**src/rtl/uart_pkg.sv**
```systemverilog
// Shared UART definitions: byte type and FIFO pointer sizing helper.
package uart_pkg;

  localparam int UART_DATA_W = 8;

  typedef logic [UART_DATA_W-1:0] uart_byte_t;

  // Pointer width for a power-of-two FIFO: index bits plus one wrap bit.
  function automatic int uart_ptr_w(input int depth);
    return $clog2(depth) + 1;
  endfunction

endpackage

```
**src/rtl/uart_rx_fifo_if.sv**
```systemverilog
// Write (receiver strobe) and read (valid/ready) handshake bundle for the RX FIFO.
interface uart_rx_fifo_if import uart_pkg::*; #(
  parameter int DATA_W = UART_DATA_W
);
  logic [DATA_W-1:0] wr_data;
  logic              wr_en;
  logic [DATA_W-1:0] rd_data;
  logic              rd_valid;
  logic              rd_ready;

  // Producer/consumer side: drives bytes in, accepts head byte.
  modport master (
    output wr_data, wr_en, rd_ready,
    input  rd_data, rd_valid
  );

  // FIFO side.
  modport slave (
    input  wr_data, wr_en, rd_ready,
    output rd_data, rd_valid
  );
endinterface

```
**src/rtl/uart_fifo_mem.sv**
```systemverilog
// DEPTH x DATA_W register array: synchronous write, asynchronous read.
// Contents are deliberately not reset; shared by the RX and TX FIFOs.
module uart_fifo_mem import uart_pkg::*; #(
  parameter int DEPTH  = 16,
  parameter int DATA_W = UART_DATA_W,
  localparam int AW    = $clog2(DEPTH)
) (
  input  logic              clk,
  input  logic              we_i,
  input  logic [AW-1:0]     waddr_i,
  input  logic [DATA_W-1:0] wdata_i,
  input  logic [AW-1:0]     raddr_i,
  output logic [DATA_W-1:0] rdata_o
);

  logic [DATA_W-1:0] mem_q [DEPTH];

  // Store the incoming byte at the write index.
  always_ff @(posedge clk) begin
    if (we_i) begin
      mem_q[waddr_i] <= wdata_i;
    end
  end

  assign rdata_o = mem_q[raddr_i];

endmodule

```
**src/rtl/uart_rx_fifo.sv**
```systemverilog
// UART receive FIFO: captures receiver done strobes, first-word-fall-through
// read side, registered status flags and sticky overrun / drop counter.
module uart_rx_fifo import uart_pkg::*; #(
  parameter int DEPTH     = 16,
  parameter int AF_THRESH = 12,
  parameter int DATA_W    = UART_DATA_W,
  localparam int PTR_W    = uart_ptr_w(DEPTH)
) (
  input  logic             clk,
  input  logic             rst,
  uart_rx_fifo_if.slave    fifo_if,
  input  logic             ovr_clr_i,
  output logic [PTR_W-1:0] count_o,
  output logic             full_o,
  output logic             almost_full_o,
  output logic             overrun_o,
  output logic [7:0]       drop_cnt_o
);

  localparam int AW = PTR_W - 1;

  logic [PTR_W-1:0] wr_ptr_q, wr_ptr_d;
  logic [PTR_W-1:0] rd_ptr_q, rd_ptr_d;
  logic [PTR_W-1:0] count_q, count_d;
  logic             rd_valid_q, rd_valid_d;
  logic             full_q, full_d;
  logic             af_q, af_d;
  logic             overrun_q, overrun_d;
  logic [7:0]       drop_cnt_q, drop_cnt_d;
  logic             pop, push_ok, ovr_event;

  // Next-state for pointers and flags; all status derives from the next
  // pointer pair so count/full/almost_full/rd_valid always agree.
  always_comb begin
    pop        = rd_valid_q & fifo_if.rd_ready;
    push_ok    = fifo_if.wr_en & (~full_q | pop);
    ovr_event  = fifo_if.wr_en & full_q & ~pop;
    wr_ptr_d   = wr_ptr_q + PTR_W'(push_ok);
    rd_ptr_d   = rd_ptr_q + PTR_W'(pop);
    count_d    = wr_ptr_d - rd_ptr_d;
    rd_valid_d = (wr_ptr_d != rd_ptr_d);
    full_d     = (wr_ptr_d[AW] != rd_ptr_d[AW]) &&
                 (wr_ptr_d[AW-1:0] == rd_ptr_d[AW-1:0]);
    af_d       = (count_d >= PTR_W'(AF_THRESH));
    overrun_d  = overrun_q;
    drop_cnt_d = drop_cnt_q;
    if (ovr_event) begin
      // A drop in the same cycle as a clear wins and counts from zero.
      overrun_d  = 1'b1;
      if (ovr_clr_i) begin
        drop_cnt_d = 8'd1;
      end else if (drop_cnt_q != 8'hFF) begin
        drop_cnt_d = drop_cnt_q + 8'd1;
      end
    end else if (ovr_clr_i) begin
      overrun_d  = 1'b0;
      drop_cnt_d = 8'd0;
    end
  end

  // State registers with synchronous reset; storage is left untouched.
  always_ff @(posedge clk) begin
    if (rst) begin
      wr_ptr_q   <= '0;
      rd_ptr_q   <= '0;
      count_q    <= '0;
      rd_valid_q <= 1'b0;
      full_q     <= 1'b0;
      af_q       <= 1'b0;
      overrun_q  <= 1'b0;
      drop_cnt_q <= 8'd0;
    end else begin
      wr_ptr_q   <= wr_ptr_d;
      rd_ptr_q   <= rd_ptr_d;
      count_q    <= count_d;
      rd_valid_q <= rd_valid_d;
      full_q     <= full_d;
      af_q       <= af_d;
      overrun_q  <= overrun_d;
      drop_cnt_q <= drop_cnt_d;
    end
  end

  uart_fifo_mem #(
    .DEPTH  (DEPTH),
    .DATA_W (DATA_W)
  ) u_mem (
    .clk     (clk),
    .we_i    (push_ok & ~rst),
    .waddr_i (wr_ptr_q[AW-1:0]),
    .wdata_i (fifo_if.wr_data),
    .raddr_i (rd_ptr_q[AW-1:0]),
    .rdata_o (fifo_if.rd_data)
  );

  assign fifo_if.rd_valid = rd_valid_q;
  assign count_o          = count_q;
  assign full_o           = full_q;
  assign almost_full_o    = af_q;
  assign overrun_o        = overrun_q;
  assign drop_cnt_o       = drop_cnt_q;

endmodule

```
**src/flat_wrapper.sv**
```systemverilog
// flat-port wrapper written by rule: the top's interface ports become plain ports
module uart_rx_fifo_flat import uart_pkg::*;
#(
  parameter int DEPTH     = 16,
  parameter int AF_THRESH = 12,
  parameter int DATA_W    = UART_DATA_W,
  localparam int PTR_W    = uart_ptr_w(DEPTH)
)
  (clk, rst, ovr_clr_i, count_o, full_o, almost_full_o, overrun_o, drop_cnt_o, fifo_if_wr_data, fifo_if_wr_en, fifo_if_rd_ready, fifo_if_rd_data, fifo_if_rd_valid);
  uart_rx_fifo_if #(.DATA_W(DATA_W)) fifo_if_i ();
  input  logic clk;
  input  logic rst;
  input  logic ovr_clr_i;
  output logic [PTR_W-1:0] count_o;
  output logic full_o;
  output logic almost_full_o;
  output logic overrun_o;
  output logic [7:0] drop_cnt_o;
  input wire logic [$bits(fifo_if_i.wr_data)-1:0] fifo_if_wr_data;
  input wire logic [$bits(fifo_if_i.wr_en)-1:0] fifo_if_wr_en;
  input wire logic [$bits(fifo_if_i.rd_ready)-1:0] fifo_if_rd_ready;
  output wire logic [$bits(fifo_if_i.rd_data)-1:0] fifo_if_rd_data;
  output wire logic [$bits(fifo_if_i.rd_valid)-1:0] fifo_if_rd_valid;
  assign fifo_if_i.wr_data = fifo_if_wr_data;
  assign fifo_if_i.wr_en = fifo_if_wr_en;
  assign fifo_if_i.rd_ready = fifo_if_rd_ready;
  assign fifo_if_rd_data = fifo_if_i.rd_data;
  assign fifo_if_rd_valid = fifo_if_i.rd_valid;
  uart_rx_fifo #(.DEPTH(DEPTH), .AF_THRESH(AF_THRESH), .DATA_W(DATA_W)) u_core (.clk(clk), .rst(rst), .fifo_if(fifo_if_i), .ovr_clr_i(ovr_clr_i), .count_o(count_o), .full_o(full_o), .almost_full_o(almost_full_o), .overrun_o(overrun_o), .drop_cnt_o(drop_cnt_o));
endmodule
```
**config.mk**
```make
export PLATFORM = sky130hd
export DESIGN_NAME = uart_rx_fifo_flat
export DESIGN_NICKNAME = d
export VERILOG_FILES = /design/src/rtl/uart_pkg.sv /design/src/rtl/uart_rx_fifo_if.sv /design/src/rtl/uart_fifo_mem.sv /design/src/rtl/uart_rx_fifo.sv /design/src/flat_wrapper.sv
export SDC_FILE = /design/constraint.sdc
export NUM_CORES = 1
export LEC_CHECK = 0
export ABC_AREA = 1
export CORE_ASPECT_RATIO = 1.2
export CORE_MARGIN = 8
export CORE_UTILIZATION = 30
export CTS_CLUSTER_SIZE = 10
export DETAILED_ROUTE_END_ITERATION = 6
export PLACE_DENSITY = 0.56
export SYNTH_ARGS = -nofsm -noshare
export SYNTH_HDL_FRONTEND = slang
export SYNTH_SLANG_ARGS = --single-unit
```
**constraint.sdc**
```tcl
create_clock -name clk -period 2.2 [get_ports clk]
set_clock_uncertainty 0.15 [all_clocks]
set_input_delay 0.22 -clock clk [delete_from_list [all_inputs] [get_ports clk]]
set_output_delay 0.22 -clock clk [all_outputs]
set_load 0.005 [all_outputs]
```
Word-level counts from Yosys, hierarchy flattened
Memories as Yosys holds them, arrays and structs flattened. A register that Yosys moved wholly into a read port is not among the register bits.
Cells that the tools add are included.

word-level totals
  input bits = 13
  bits in read-only memories = 0
  word-level logic and storage cells = 40
  memory bits (writable) = 128
  output and inout port bits = 25
  register bits = 27
  memories = 1
  latch bits = 0

memory list
  name                words  width  read ports  clocked after Yosys merged registers in  write ports  line                 RTL
  u_core.u_mem.mem_q  16     8      1           1                                        1            uart_fifo_mem.sv:16  logic [DATA_W-1:0] mem_q [DEPTH];

operators by class
  equal/unequal tests = 4
  reduce and logical (&&, ||, !) cells = 4
  $lt $le $gt $ge = 1
  add/sub/neg operators = 4
  shift-type cells = 0
  divide/modulo/power cells = 0
  bitwise operators = 9
  multipliers = 0
  muxes and demuxes = 9

operator list
  operator                                                                count
  8-bit two-way mux                                                       4
  5-bit by 1-bit adder with 5-bit output                                  2
  8-bit by 1-bit adder with 8-bit output (second input constant)          1
  8-bit inequality test (second input constant)                           1
  1-bit AND                                                               5
  5-bit by 4-bit >= comparator with 1-bit output (second input constant)  1
  5-bit inequality test                                                   1
  5-bit subtractor                                                        1
  4-bit equality test                                                     1
  1-bit two-way mux                                                       4
  4-bit two-way mux                                                       1
  2-bit nonzero test                                                      2
  1-bit inverter                                                          3
  2-bit AND reduction                                                     1
  1-bit logical AND                                                       1
  1-bit inequality test                                                   1
  1-bit OR                                                                1

Longest topological paths before layout
Gate-level depths: netlist (run 1).

  word-level depth = 6
  depth in mapped cells = 17

Modules after synthesis
Synthesis (run 1) repeated with hierarchy kept, for this count alone.

second synthesis, totals
  cells, all modules = 741
  area total of the unflattened synthesis = 7006.7 µm²

by module, submodules not included
  module         cells an instance  sequential area each (µm²)  times used  area an instance (µm²)
  uart_fifo_mem  543                3843.7                      1           5606.6
  uart_rx_fifo   198                540.5                       1           1400.1

Least setup slack after synthesis (run 1)
Ideal clock, no wire load.

  path kind = register to register
  start = reg u_core.rd_valid_q (netlist: u_core.fifo_if.rd_valid)
  end = reg u_core.af_q (netlist: u_core.almost_full_o)
  setup slack = -20 ps
  arrival time = 1958 ps
  setup time = 112 ps
  buffers on the path = 0
  cell stages (with the launch flop) = 17
  required time = 1938 ps
  cell sequence = dfxtp_1 nand2_1 nand2_1 inv_1 nor2_1 ha_1 ha_1 nand2_1 inv_2 nor2_1 ha_1 inv_1 nor2_1 nor2_1 or2_4 nand3_2 nand2_2

on the way
  cells in the longest elaborated chain, start to end = 6

RTL lines
  what                                                line                RTL
  from (decl)                                         uart_rx_fifo.sv:25  logic rd_valid_q, rd_valid_d;
  from (signal assigned)                              uart_rx_fifo.sv:76  rd_valid_q <= rd_valid_d;
  1-bit AND (*)                                       uart_rx_fifo.sv:35  pop = rd_valid_q & fifo_if.rd_ready;
  1-bit OR                                            uart_rx_fifo.sv:36  push_ok = fifo_if.wr_en & (~full_q | pop);
  1-bit AND                                           uart_rx_fifo.sv:36
  5-bit by 1-bit adder with 5-bit output              uart_rx_fifo.sv:38  wr_ptr_d = wr_ptr_q + PTR_W'(push_ok);
  5-bit subtractor (*)                                uart_rx_fifo.sv:40  count_d = wr_ptr_d - rd_ptr_d;
  5-bit by 4-bit >= comparator with 1-bit output (*)  uart_rx_fifo.sv:44  af_d = (count_d >= PTR_W'(AF_THRESH));
  to (signal assigned)                                uart_rx_fifo.sv:69  af_q <= 1'b0;
  to (signal assigned)                                uart_rx_fifo.sv:78  af_q <= af_d;
  to (decl)                                           uart_rx_fifo.sv:27  logic af_q, af_d;

Every way passes the cells marked *; elsewhere a longest branch is shown, timed or not.
A chain may end at the register's enable or synchronous reset.

==> results list, run 1 <==
- The number of antenna violations at the first check in global routing is 0.
- Leakage power figure: 3.05 nW
- GP Congestion: 0.787
* Reg-to-reg setup timing slack: -10 ps
- Counting flops and latches in the post-synthesis netlist gives 155.
- Met1 capacity usage during global routing: 0.151
- Measured in cells, the most critical reg-to-reg path has a length of 10.
- Gate count after technology mapping: 589
* Overall fraction of global-route tracks in use: 0.131
* Library cell contributing the largest single delay on the critical path: sky130_fd_sc_hd__dfxtp_4
- Synthesis produced a netlist with a net count of 613.
- The critical path contains buffers and inverters numbering 4 combined.
- TritonCTS clock tree: done
- Worst reg2reg endpoint: u_core.almost_full_o
* 1st-iter DRT viols: 297
- M2 GR Usage: 0.223
* Post-detailed-route count of antenna-violating nets: 0
- ANT cells: 0
- Max-slew violation count: 0
- Of all nets on the critical path, the largest fanout is 13.
- Final count of hold timing violations: 0
- I/O pin total: 38
- The H-tree was split into 4 levels.
- Drc violations: 0
- Total number of placement rows: 59
- Startpoint kind of the worst setup timing path: flop
* Critical path start-end classification: flop to output pin
* Timing startpoint of the critical path: u_core.rd_ptr_q[0]
- Number of nets at the end of the flow: 717
* Worst hold-check slack: 340 ps
- Fraction of final layout cells sized beyond drive strength 1: 0.269
* Setup WS pre-CTS: -506 ps
* Remaining max-slew budget at the tightest pin: 0.517
- The clock passes through at most 2 buffers.
- Cell occurring most often along the worst timing path: sky130_fd_sc_hd__buf_12
- Area inside the core boundary: 21600 sq um
* Critical path arrival: 1970 ps
- Sorting the synthesized cells by how often they occur yields sky130_fd_sc_hd__nor2_1, sky130_fd_sc_hd__edfxtp_1, sky130_fd_sc_hd__nand2_1, sky130_fd_sc_hd__o21ai_0.
- Outcome: finished with violations
- Pin count of the biggest net entering global routing: 41
- Post-synth EDFFs: 128
- In the synthesized netlist the dominant register cell turns out to be sky130_fd_sc_hd__edfxtp_1.
- Cell Count, Final, Fillers Out: 980
- Total CTS buffers: 17
- Clock edge transition at the registers on the reported setup and hold paths: 60 ps
* Actual transition at the worst max-transition pin: 722 ps
- Reg-to-reg critical path startpoint: u_core.rd_ptr_q[0]
- The checks that failed: negative setup slack.
* Worst path max stage delay: 460 ps
- STA puts the critical path data required time at 1830 ps.
- After detailed routing, the total wire length is 17100 um.
- A synthesized cell averages 11.2 sq um.
- Yosys printed 0 warnings.
* IO Port Bufs: 37
- Measured on the finished design, the core utilization comes to 0.402.
* Cell area after technology mapping: 6610 sq um
- The initial utilization of the core area, before any placement, comes to 0.305.
- Height of the die: 179 um
* Chain of cells forming the critical path: buf_12 -> inv_12 -> buf_12 -> nor2_2 -> nor2_1 -> o21ai_1 -> o211ai_1 -> nand3_1 -> nand2_1 -> buf_2
- Summed over all instances, the cell type with the most area after synthesis is sky130_fd_sc_hd__edfxtp_1.
- Number of inserted filler cells in the final layout: 2038
- Synthesis instantiated 35 different standard cells from the library.
* Clock latency on the worst-skew pair: 420 ps
* Width of the die: 151 um
* Worst setup path endpoint: fifo_if_rd_data[0]
* Final count of negative-setup-slack endpoints: 9
- Area contributors post-synth: sky130_fd_sc_hd__edfxtp_1, sky130_fd_sc_hd__dfxtp_1, sky130_fd_sc_hd__nor2_1
* Capturing element type of the critical path: output pin
- Total overflow reported by the global router: 0
* Worst vdd rail ir drop: 447 uV
* CTS Hold Bufs: 0
- Based on the critical path, the design can be clocked at up to 428 MHz.
- Time the worst path needs with I/O delays and setup: 2340 ps
- Met3 routing resource usage after global routing: 0.0287
- The die covers 27000 sq um.
* Pwr Density: 849 nW/um^2
* Routed via count divided by cell count: 4.88
- Avg WL per Cell: 17.5 um
* DPL Wire Length: 10500 um
- Share of the yosys chip area belonging to registers: 0.664
* Final sum of negative setup slack: -896 ps
- The global routing stage identified its most utilized layer as met2.
* Number of vias after detailed routing: 4781
- Area grow syn2layout: 31.6%
- Buffer cell driving the clock tree root: sky130_fd_sc_hd__clkbuf_16
- Clock sink count: 155
* Number of cells in the design after placement: 923
- Number of logic stages on the critical path including buffering: 10
- The via count of the first global-routing pass came to 4825.
- Yosys instantiated no cell more often than sky130_fd_sc_hd__nor2_1.
- Share of synthesized flip-flops with an asynchronous set or reset: 0
- Share of the cycle needed by the critical path after routing: 1.06
- Setup repair after global routing missed its margin: yes
- Family with the most delay on the worst path: buffers and inverters
- The first global-routing pass estimated 26600 um of wire.
* First drt pass iteration count: 4
- Minimum setup slack in the final design: -137 ps
- Across the run, the number of max-cap violations was 0.
- Path class of the lowest-slack min-delay path: flop to flop
* Top-area cell type share of the netlist area: 0.582
through the flow:
stage | area [sq um] | power [mW]
3_5_place_dp | 7600 | 4.25
6_report | 8690 | 7.38
4_1_cts | 8570 | 7.37
2_1_floorplan | 6620 | 3.79
5_1_grt | 8690 | 7.65
3_3_place_gp | 7600 | 4.24
worst min path at each step:
stage	startpoint	end	slack, ps	cells past startpoint
floorplan	fifo_if_wr_data[0]	u_core.u_mem.mem_q[0][0]	170	0
global placement	u_core.overrun_o	u_core.overrun_o	300	2
detailed placement	u_core.overrun_o	u_core.overrun_o	310	2
CTS	u_core.overrun_o	u_core.overrun_o	330	2
global route	u_core.overrun_o	u_core.overrun_o	360	2
finish	u_core.overrun_o	u_core.overrun_o	340	2
layout by cell type (no fill, tap or decap), types with 27 or more instances in the layout:
cell type | netlist | routed
sky130_fd_sc_hd__edfxtp_1 | 128 | 128
sky130_fd_sc_hd__nor2_1 | 132 | 110
sky130_fd_sc_hd__buf_4 | 11 | 56
sky130_fd_sc_hd__o21ai_1 | 32 | 46
sky130_fd_sc_hd__nand2_1 | 45 | 40
sky130_fd_sc_hd__o211ai_1 | 32 | 32
sky130_fd_sc_hd__nand3_1 | 29 | 29
sky130_fd_sc_hd__clkdlybuf4s50_1 | 0 | 29
sky130_fd_sc_hd__inv_1 | 31 | 27
timing repair:
action | CTS | global route
pin swaps | 33 | 29
resized for setup | 82 | 34
endpoints found under the setup margin | 13 | 12
gates cloned | 6 | 0
buffers inserted | 16 | 3
routing by layer:
metal	vias up	part of all wire
met5	-	0
met4	0	0.034
met3	37	0.044
met2	135	0.51
met1	2319	0.42
li1	2290	-
layout make-up:
type	instances	area, sq um	share of cell area
Clock buffer	18	429	0.0494
Tap cell	274	343	0.0394
Timing Repair inverter	1	6.26	0.000720
Inverter	38	161	0.0186
Timing Repair Buffer	112	1120	0.129
Clock inverter	14	144	0.0165
Multi-Input combinational cell	368	2100	0.241
Sequential cell	155	4390	0.505
flip-flops by register name (all words and copies together), names as in the netlist:
name,flops
u_core.count_o,5
u_core.fifo_if.rd_valid,1
u_core.u_mem.mem_q,128
u_core.full_o,1
u_core.rd_ptr_q,5
u_core.wr_ptr_q,5
u_core.almost_full_o,1
u_core.drop_cnt_o,8
u_core.overrun_o,1
logic make-up after synthesis:
logic type | count (synthesis) | synth area share
buf+inv | 66 | 0.0487
flops | 155 | 0.664
xor+xnor | 1 | 0.00133
compound gates | 122 | 0.109
fa+ha+maj | 11 | 0.0220
simple gates | 234 | 0.155
power breakdown:
part           switching, mW  total (mW)  internal, mW
Clock                   1.17        2.84          1.67
Combinational          0.645        1.27         0.622
Sequential            0.0431        3.27          3.23
Total                   1.86        7.38          5.52
worst reg2reg max path, cell delays in order, from the launching register on:
cell                      delay [ps]
sky130_fd_sc_hd__dfxtp_4         410
sky130_fd_sc_hd__buf_4           150
sky130_fd_sc_hd__ha_2            180
sky130_fd_sc_hd__ha_2            340
sky130_fd_sc_hd__inv_4            50
sky130_fd_sc_hd__fa_2            350
sky130_fd_sc_hd__inv_2            80
sky130_fd_sc_hd__o21ai_0         110
sky130_fd_sc_hd__a21oi_2         190
sky130_fd_sc_hd__nand3_2         100
sky130_fd_sc_hd__nand2_2          60
Power figures use the tool's default switching activity.
==> run 2: changes to the inputs <==
- CELL_PAD_IN_SITES_DETAIL_PLACEMENT: not set -> 1
- CELL_PAD_IN_SITES_GLOBAL_PLACEMENT: not set -> 1
- PLACE_DENSITY: 0.56 -> 0.65
==> run 2 against run 1 <==
The run still ends with negative setup slack left. Global-route usage up 1.5 points. Maximum frequency is 0.70% higher. Core utilization up 0.88 points. Final cell count grew 1.1%. Hold slack worse by 14 ps. Register-to-register slack is essentially flat. Via count grew 2.0%. Routed wire length rose by 12%. Die area unchanged. Critical path type unchanged. Largest power group unchanged.
==> results list, run 2 (synthesis results as in run 1) <==
- The final worst slack was -121 ps (was -137 ps).
- The worst-path maximum fanout was 6 (was 13).
- The root buffer selected by CTS is sky130_fd_sc_hd__clkbuf_16 (unchanged).
* Total met2 wirelength after detailed routing: 10300 um (was 8650 um)
- The number of gates on the worst path with buffers counted was 10 (unchanged).
- Worst reg2reg endpoint: u_core.almost_full_o (unchanged)
- The initial standard-cell utilization of the core was 0.305 (unchanged).
- Timing startpoint of the critical path: u_core.rd_ptr_q[0] (unchanged)
- ANT cells: 0 (unchanged)
- The largest vdd supply drop is 453 uV (was 447 uV).
* Endpoint required time on the critical path: 1830 ps (about the same)
- Area of the multi-input gates: 2180 sq um (was 2100 sq um)
- The length in cells of the worst reg-to-reg path was 17 (was 10).
- Most frequent cells in the layout: sky130_fd_sc_hd__edfxtp_1, sky130_fd_sc_hd__nor2_1, sky130_fd_sc_hd__buf_4, sky130_fd_sc_hd__o21ai_1, sky130_fd_sc_hd__nand2_1 (unchanged).
- The worst setup path category was flop to output pin (unchanged).
- Antenna violations before repair: 0 (unchanged)
- The average wire per standard cell is 19.4 um (was 17.5 um).
* Outcome: finished with violations (unchanged)
* Wire length of the first global-routing pass: 29500 um (was 26600 um)
- Number of H-tree levels: 4 (unchanged)
- Violations in the final reports: negative setup slack (unchanged).
* Register with the highest flop count: u_core.u_mem.mem_q (unchanged)
* Final count of hold timing violations: 0 (unchanged)
* GP Congestion: 0.796 (was 0.787)
* I/O pin total: 38 (unchanged)
- Area inside the core boundary: 21600 sq um (unchanged)
* Worst setup path endpoint: fifo_if_rd_data[5] (was fifo_if_rd_data[0])
- The total wire length after detailed routing is 19200 um (was 17100 um).
* Final count of negative-setup-slack endpoints: 8 (was 9)
* Total CTS buffers: 17 (unchanged)
- Cell occurring most often along the worst timing path: sky130_fd_sc_hd__nor2_1 (was sky130_fd_sc_hd__buf_12)
- The number of vias per cell came to 4.92 (was 4.88).
- Number of vias after detailed routing: 4878 (was 4781)
* Setup repair after global routing missed its margin: yes (unchanged)
- The maximum clock path buffer count was 2 (unchanged).
- Time the worst path needs with I/O delays and setup: 2320 ps (was 2340 ps)
* Pwr Density: 807 nW/um^2 (was 849 nW/um^2)
* Total overflow reported by the global router: 0 (unchanged)
- The flop-to-flop setup slack was 0 ps (was -10 ps).
* Max_cap viols: 0 (unchanged)
* Maximum achievable frequency: 431 MHz (was 428 MHz)
* Number of flip-flops in the largest register: 128 (unchanged)
- Clock edge transition at the registers on the reported setup and hold paths: 60 ps (about the same)
- The placed cell count is 930 (was 923).
- Total chip power: 7.17 mW (was 7.38 mW)
- The count of standard-cell rows was 59 (unchanged).
- The detailed-routing wirelength on met1 is 7950 um (was 7140 um).
* IO Port Bufs: 37 (unchanged)
* Path class of the lowest-slack min-delay path: flop to flop (unchanged)
- Clock sink count: 155 (unchanged)
- Worst path buffer plus inverter count: 4 (unchanged)
- The routed length on met3 came to 510 um (was 746 um).
* Remaining max-slew budget at the tightest pin: 0.545 (was 0.517)
* Number of global-route vias before repair: 5315 (was 4825)
- 1st-iter DRT viols: 296 (was 297)
* Share of the cycle needed by the critical path after routing: 1.05 (was 1.06)
- The height of the chip was 179 um (unchanged).
* Reg-to-reg critical path startpoint: u_core.fifo_if.rd_valid (was u_core.rd_ptr_q[0])
- Family with the most delay on the worst path: buffers and inverters (unchanged)
* Worst path max stage delay: 410 ps (was 460 ps)
* Clock latency on the worst-skew pair: 420 ps (about the same)
- Top layer reached by signal wires: met4 (unchanged)
- The sum of net half-perimeters after detailed placement is 12200 um (was 10500 um).
* CTS Hold Bufs: 0 (unchanged)
- The pin count of the biggest net entering global routing is 23 (was 41).
- Actual transition at the worst max-transition pin: 681 ps (was 722 ps)
* Number of nets at the end of the flow: 728 (was 717)
- Startpoint kind of the worst setup timing path: flop (unchanged)
* Cell Count, Final, Fillers Out: 991 (was 980)
* Critical path arrival: 1950 ps (was 1970 ps)
- The total area of sequential cells was 4390 sq um (unchanged).
- Library cell contributing the largest single delay on the critical path: sky130_fd_sc_hd__dfxtp_4 (unchanged)
* Post-detailed-route count of antenna-violating nets: 0 (unchanged)
- Drc violations: 0 (unchanged)
- Leakage power figure: 3.12 nW (was 3.05 nW)
- DIE AREA: 27000 sq um (unchanged)
- The fraction of final layout cells with drive strength greater than 1 was 0.298 (was 0.269).
- First drt pass iteration count: 4 (unchanged)
- Number of inserted filler cells in the final layout: 2337 (was 2038)
- The leading cell type in the layout, fill and taps excluded was sky130_fd_sc_hd__edfxtp_1 (unchanged).
- Max-slew violation count: 0 (unchanged)
* Overall fraction of global-route tracks in use: 0.146 (was 0.131)
- The category of the worst setup path capture point was an output pin (unchanged).
- TritonCTS clock tree: done (unchanged)
- The die boundary width was 151 um (unchanged).
- The area growth from synthesis to layout is 34.5% (was 31.6%).
- Chain of cells forming the critical path: clkinv_8 -> buf_12 -> buf_8 -> nor2_1 -> nor2_1 -> o21ai_1 -> o211ai_1 -> nand3_1 -> nand2_1 -> buf_2 (was buf_12 -> inv_12 -> buf_12 -> nor2_2 -> nor2_1 -> o21ai_1 -> o211ai_1 -> nand3_1 -> nand2_1 -> buf_2)
-- run 2: metrics by stage --
stage | area [sq um] | hold WS (ps) | setup slack [ps] | TNS, ps | util
3_3_place_gp | 7690 | 302 | -437 | -9020 | 0.356
3_5_place_dp | 7690 | 307 | -579 | -23280 | 0.356
5_1_grt | 8880 | 368 | -177 | -2420 | 0.411
2_1_floorplan | 6620 | 169 | 1.40 | 0 | -
4_1_cts | 8610 | 333 | -119 | -742 | 0.398
6_report | 8880 | 327 | -121 | -460 | 0.411
-- run 2: worst min path at each step --
| stage | start | endpoint | slack (ps) | cells after the start |
|---|---|---|---|---|
| 2_1_floorplan | fifo_if_wr_data[0] | u_core.u_mem.mem_q[0][0] | 170 | 0 |
| 3_3_place_gp | u_core.overrun_o | u_core.overrun_o | 300 | 2 |
| 3_5_place_dp | u_core.overrun_o | u_core.overrun_o | 310 | 2 |
| 4_1_cts | u_core.overrun_o | u_core.overrun_o | 330 | 2 |
| 5_1_grt | u_core.overrun_o | u_core.overrun_o | 370 | 2 |
| 6_report | u_core.overrun_o | u_core.overrun_o | 330 | 2 |
-- run 2: power breakdown --
| group | internal [mW] | switching [mW] | leakage, nW |
|---|---|---|---|
| Combinational | 0.669 | 0.658 | 1.51 |
| Clock | 1.42 | 1.15 | 0.243 |
| Sequential | 3.23 | 0.0411 | 1.37 |
| Total | 5.32 | 1.85 | 3.12 |
-- run 2: tightest hold or removal path: cells and delay by family (launching register included) --
kind,cells,cell delay [ps]
AOI/OAI and AO/OA,1,60
DFF,1,330
and+or+nand+nor,1,50
-- run 2: layout make-up --
class | instances | share of cell area
multi-input combinational | 368 | 0.245
timing repair buffer | 124 | 0.147
clock inverter | 13 | 0.00901
inverter | 38 | 0.0179
sequential | 155 | 0.494
clock buffer | 19 | 0.0487
tap | 274 | 0.0386
-- run 2: repair_timing --
action / CTS / global route
gates cloned: 5 / 2
hold endpoints to repair: 0 / 0
buffers inserted: 11 / 12
resized for setup: 87 / 63
pin swaps: 39 / 31
setup endpoints to repair: 13 / 141
-- run 2: layer usage --
metal | vias to the layer above | track usage
met5 | - | 0
li1 | 2314 | -
met1 | 2443 | 0.166
met2 | 93 | 0.262
met3 | 28 | 0.0236
met4 | 0 | 0.0636
==> run 3: changes to the inputs <==
--- a/config.mk
+++ b/config.mk
@@ -14,6 +14,7 @@
 export CTS_CLUSTER_SIZE = 10
 export DETAILED_ROUTE_END_ITERATION = 6
-export PLACE_DENSITY = 0.65
+export PLACE_DENSITY = 0.66
 export SYNTH_ARGS = -nofsm -noshare
 export SYNTH_HDL_FRONTEND = slang
+export SYNTH_HIERARCHICAL = 1
 export SYNTH_SLANG_ARGS = --single-unit
==> constraint.sdc (replaced) <==
create_clock -name clk -period 2.2 [get_ports clk]
set_clock_uncertainty 0.15 [all_clocks]
set_input_delay 0.55 -clock clk [delete_from_list [all_inputs] [get_ports clk]]
set_output_delay 0.55 -clock clk [all_outputs]
set_load 0.005 [all_outputs]
==> run 3 against run 2 <==
Highest routed layer unchanged. Core utilization up 1.2 points. Total power rose by 12%. The run still ends with negative setup slack left. Area after synthesis increased by 6.1%. Non-clock buffer count down 9. Global-route usage fell by 0.57 points. Setup slack lost 220 ps. Critical path depth decreased by 1. Largest power group is now the clock network. Synthesized cell count up 26%.
==> results list, run 3 <==
- Outcome: finished with violations (unchanged)
- Violations in the final reports: negative setup slack (unchanged).
* Most common cell after layout, fill and taps aside: sky130_fd_sc_hd__nand2_1 (was sky130_fd_sc_hd__edfxtp_1)
* Share of the yosys chip area belonging to registers: 0.626 (was 0.664)
- Relative contribution of sequential cells to total power: 0.409 (was 0.457)
* Max-slew violation count: 0 (unchanged)
- The final global-route overflow total is 0 (unchanged).
- Number of flip-flops in the largest register: 128 (unchanged)
- The dominant cell by count in the synthesized netlist is sky130_fd_sc_hd__nand2_1 (was sky130_fd_sc_hd__nor2_1).
* Pin count of the biggest net entering global routing: 20 (was 23)
- The CTS tree was done (unchanged).
- I/O pin total: 38 (unchanged)
- Fraction of final layout cells sized beyond drive strength 1: 0.295 (was 0.298)
- The actual transition at the worst max-transition pin came to 643 ps (was 681 ps).
- The area of the mapped netlist was 7010 sq um (was 6610 sq um).
- Number of global-route vias before repair: 5775 (was 5315)
* Ranking of synthesized cells by instance count: sky130_fd_sc_hd__nand2_1, sky130_fd_sc_hd__inv_1, sky130_fd_sc_hd__edfxtp_1, sky130_fd_sc_hd__nand3_1, sky130_fd_sc_hd__nor2_1 (was sky130_fd_sc_hd__nor2_1, sky130_fd_sc_hd__edfxtp_1, sky130_fd_sc_hd__nand2_1, sky130_fd_sc_hd__o21ai_0)
- Post-synth EDFFs: 128 (unchanged)
- Count of cells along the worst register-to-register path: 15 (was 17)
- Worst Hold Path Cells: 2 (unchanged)
* Cell Count, Final, Fillers Out: 1177 (was 991)
* Final core utilization: 0.422 (was 0.411)
- The number of antenna violations at the first check in global routing is 0 (unchanged).
- Clock latency on the worst-skew pair: 420 ps (about the same)
- The classification of the worst-slack hold path was flop to flop (unchanged).
- The total number of vias was 5338 (was 4878).
* Critical path start-end classification: flop to output pin (unchanged)
- Number of cells in the design after placement: 1126 (was 930)
- Worst path buffer plus inverter count: 4 (unchanged)
- Post-detailed-route count of antenna-violating nets: 0 (unchanged)
* Capturing element type of the critical path: output pin (unchanged)
- Final count of hold timing violations: 0 (unchanged)
- The total power divided by cell area is 821 nW/um^2 (was 807 nW/um^2).
- The number of vias per cell was 4.54 (was 4.92).
- Total number of placement rows: 61 (was 59)
- Syn_nets: 764 (was 613)
* Chain of cells forming the critical path: buf_12 -> clkinv_16 -> buf_16 -> nand2_1 -> nand3_1 -> nand3_1 -> nand3_2 -> nand2_4 -> buf_6 (was clkinv_8 -> buf_12 -> buf_8 -> nor2_1 -> nor2_1 -> o21ai_1 -> o211ai_1 -> nand3_1 -> nand2_1 -> buf_2)
* IO Port Bufs: 37 (unchanged)
- The total setup violations reported at the end of the flow was 10 (was 8).
* GP Congestion: 0.786 (was 0.796)
- Cell Int Power: 6.05 mW (was 5.32 mW)
* Number of nets at the end of the flow: 872 (was 728)
- The number of iterations in the first detailed-routing pass came to 4 (unchanged).
- The total chip power came to 8.00 mW (was 7.17 mW).
* Most frequent cells in the layout: sky130_fd_sc_hd__nand2_1, sky130_fd_sc_hd__edfxtp_1, sky130_fd_sc_hd__inv_1, sky130_fd_sc_hd__nand3_1, sky130_fd_sc_hd__nand3_2 (was sky130_fd_sc_hd__edfxtp_1, sky130_fd_sc_hd__nor2_1, sky130_fd_sc_hd__buf_4, sky130_fd_sc_hd__o21ai_1, sky130_fd_sc_hd__nand2_1)
- Buffer cell driving the clock tree root: sky130_fd_sc_hd__clkbuf_16 (unchanged)
* Avg WL per Cell: 16.7 um (was 19.4 um)
- Family with the most delay on the worst path: simple AND/OR/NAND/NOR gates (was buffers and inverters)
- Peak fanout along the critical path: 8 (was 6)
- The share of the synthesized area in the top cell type came to 0.549 (was 0.582).
- The critical path's slowest cell is sky130_fd_sc_hd__dfxtp_4 (unchanged).
- The clock period minus worst slack came to 2540 ps (was 2320 ps).
- Setup WS pre-CTS: -850 ps (was -579 ps)
- The die boundary width came to 156 um (was 151 um).
* Effective utilization at floorplan: 0.304 (was 0.305)
- Power spent charging and discharging nets: 1.95 mW (was 1.85 mW)
* Maximum achievable frequency: 394 MHz (was 431 MHz)
* Most frequently used flop master after synthesis: sky130_fd_sc_hd__edfxtp_1 (unchanged)
- Average cell area after synthesis: 9.46 sq um (was 11.2 sq um)
- Leakage power figure: 4.12 nW (was 3.12 nW)
* Area inside the core boundary: 23000 sq um (was 21600 sq um)
- Warnings from Yosys: 6 (was 0)
- The launching element type of the critical path is a flop (unchanged).
- Height of the die: 183 um (was 179 um)
- Clock edge transition at the registers on the reported setup and hold paths: 60 ps (about the same)
- The relative max-transition margin came to 0.570 (was 0.545).
- Number of inserted filler cells in the final layout: 2559 (was 2337)
- The number of violations reported at the end of detailed-routing iteration 0 was 227 (was 296).
- Total detailed-routing wirelength: 19600 um (was 19200 um)
* Gate count after technology mapping: 741 (was 589)
* Clock sink count: 155 (unchanged)
- Area contributors post-synth: sky130_fd_sc_hd__edfxtp_1, sky130_fd_sc_hd__nand2_1, sky130_fd_sc_hd__nand3_1 (was sky130_fd_sc_hd__edfxtp_1, sky130_fd_sc_hd__dfxtp_1, sky130_fd_sc_hd__nor2_1)
- The most flop-heavy register is u_core/u_mem/mem_q (was u_core.u_mem.mem_q).
- Total CTS buffers: 17 (unchanged)
- The maximum clock path buffer count is 2 (unchanged).
- Area grow syn2layout: 39.0% (was 34.5%)
- The final worst slack is -338 ps (was -121 ps).
* Share of synthesized flip-flops with an asynchronous set or reset: 0 (unchanged)
- The sum of net half-perimeters after detailed placement is 12400 um (was 12200 um).
- The number of gates on the worst path with buffers counted came to 9 (was 10).
- The level count of the clock H-tree came to 4 (unchanged).
- The combinational share of power came to 0.178 (was 0.185).
- The largest vdd supply drop was 538 uV (was 453 uV).
* Flops & latches, synth: 155 (unchanged)
- Synth unique cells: 27 (was 35)
- The final hold slack came to 351 ps (was 327 ps).
- The required time of the worst setup path came to 1500 ps (was 1830 ps).
- The combined global-route utilization of all metal layers is 0.140 (was 0.146).
- Wire length of the first global-routing pass: 30800 um (was 29500 um)
* Critical path arrival: 1840 ps (was 1950 ps)
- Worst path max stage delay: 420 ps (was 410 ps)
* Share of the cycle needed by the critical path after routing: 1.15 (was 1.05)
* ANT cells: 0 (unchanged)
* Setup repair after global routing missed its margin: yes (unchanged)
- Switching power as a share of total power: 0.244 (was 0.257)
* Cell occurring most often along the worst timing path: sky130_fd_sc_hd__nand3_1 (was sky130_fd_sc_hd__nor2_1)
- The DRC violation count after routing came to 0 (unchanged).
- The largest area contributor in the synthesized netlist is sky130_fd_sc_hd__edfxtp_1 (unchanged).
- The share of power burned in the clock network came to 0.413 (was 0.358).
* DIE AREA: 28500 sq um (was 27000 sq um)
* Max_cap viols: 0 (unchanged)
-- run 3: cell count changes in the layout (fill, tap and decap cells not counted), moves of 34 or more --
cell / previous run / this run
sky130_fd_sc_hd__o21ai_1: 46 / 1
sky130_fd_sc_hd__nand2_1: 40 / 173
sky130_fd_sc_hd__nor2_1: 108 / 41
sky130_fd_sc_hd__inv_1: 26 / 127
sky130_fd_sc_hd__nand3_2: 4 / 55
sky130_fd_sc_hd__nand3_1: 28 / 62
-- run 3: worst reg2reg max path: stages (launching register included) --
cell                      delay [ps]
sky130_fd_sc_hd__dfxtp_4         360
sky130_fd_sc_hd__nand2_8          70
sky130_fd_sc_hd__inv_6            30
sky130_fd_sc_hd__nor2_4           80
sky130_fd_sc_hd__nor2_2           50
sky130_fd_sc_hd__ha_2            200
sky130_fd_sc_hd__ha_4            300
sky130_fd_sc_hd__inv_4            40
sky130_fd_sc_hd__fa_2            380
sky130_fd_sc_hd__nor2_1          120
sky130_fd_sc_hd__nor2_1           40
sky130_fd_sc_hd__nand2_1          80
sky130_fd_sc_hd__inv_1            60
sky130_fd_sc_hd__nand3_2          70
sky130_fd_sc_hd__nand3_2          80
sky130_fd_sc_hd__nand2_1          60
-- run 3: timing repair --
item                                    in CTS  in global routing
endpoints found under the setup margin      23                 13
hold buffers                                 0                  0
buffers inserted                            11                  4
gates cloned                                 4                  1
gates resized for setup                    117                 82
pin swaps                                   43                 48
-- run 3: worst paths after layout --
| check | start | to | slack (ps) |
|---|---|---|---|
| hold reg to reg | u_core/overrun_o | u_core/overrun_o | 350 |
| setup reg to reg | u_core/fifo_if.rd_valid | u_core/almost_full_o | -30 |
| hold / removal | u_core/overrun_o | u_core/overrun_o | 350 |
| setup / recovery | u_core/rd_ptr_q[0] | fifo_if_rd_data[5] | -340 |
-- run 3: cells by family after synthesis --
logic type	count (synthesis)	synth area share
AOI/OAI and AO/OA	8	0.00607
DFF	155	0.626
buffers and inverters	165	0.0995
adders and majority gates	10	0.0189
xor gates and xnor gates	3	0.00375
and+or+nand+nor	400	0.246
-- run 3: layer usage --
layer,GRT usage,vias up,routed length (um)
met4,0.0560,0,348
met2,0.253,94,10400
met3,0.0296,26,677
met1,0.158,2635,8210
met5,0,-,0
li1,-,2583,-
-- run 3: layout make-up --
| cell class | count | area, sq um | share of cell area |
|---|---|---|---|
| Tap cell | 315 | 394 | 0.0405 |
| Clock buffer | 21 | 440 | 0.0452 |
| Clock inverter | 11 | 218 | 0.0224 |
| Sequential cell | 155 | 4390 | 0.451 |
| Timing Repair Buffer | 115 | 1230 | 0.126 |
| Inverter | 139 | 558 | 0.0573 |
| Multi-Input combinational cell | 421 | 2500 | 0.257 |
-- run 3: through the flow --
step                      setup TNS [ps]  instance area (sq um)
after global placement            -53870                   8200
after detailed placement          -59100                   8200
after floorplan                     -182                   7090
after global routing               -3400                   9740
after CTS                          -2070                   9350
final                              -2450                   9740
-- run 3: power by group through the flow --
stage	combinational [mW]	clock [mW]	sequential, mW
global placement	0.981	0	3.33
global route	1.55	3.48	3.28
CTS	1.28	3.35	3.27
finish	1.42	3.30	3.27
floorplan	0.547	0	3.32
detailed placement	1.00	0	3.33
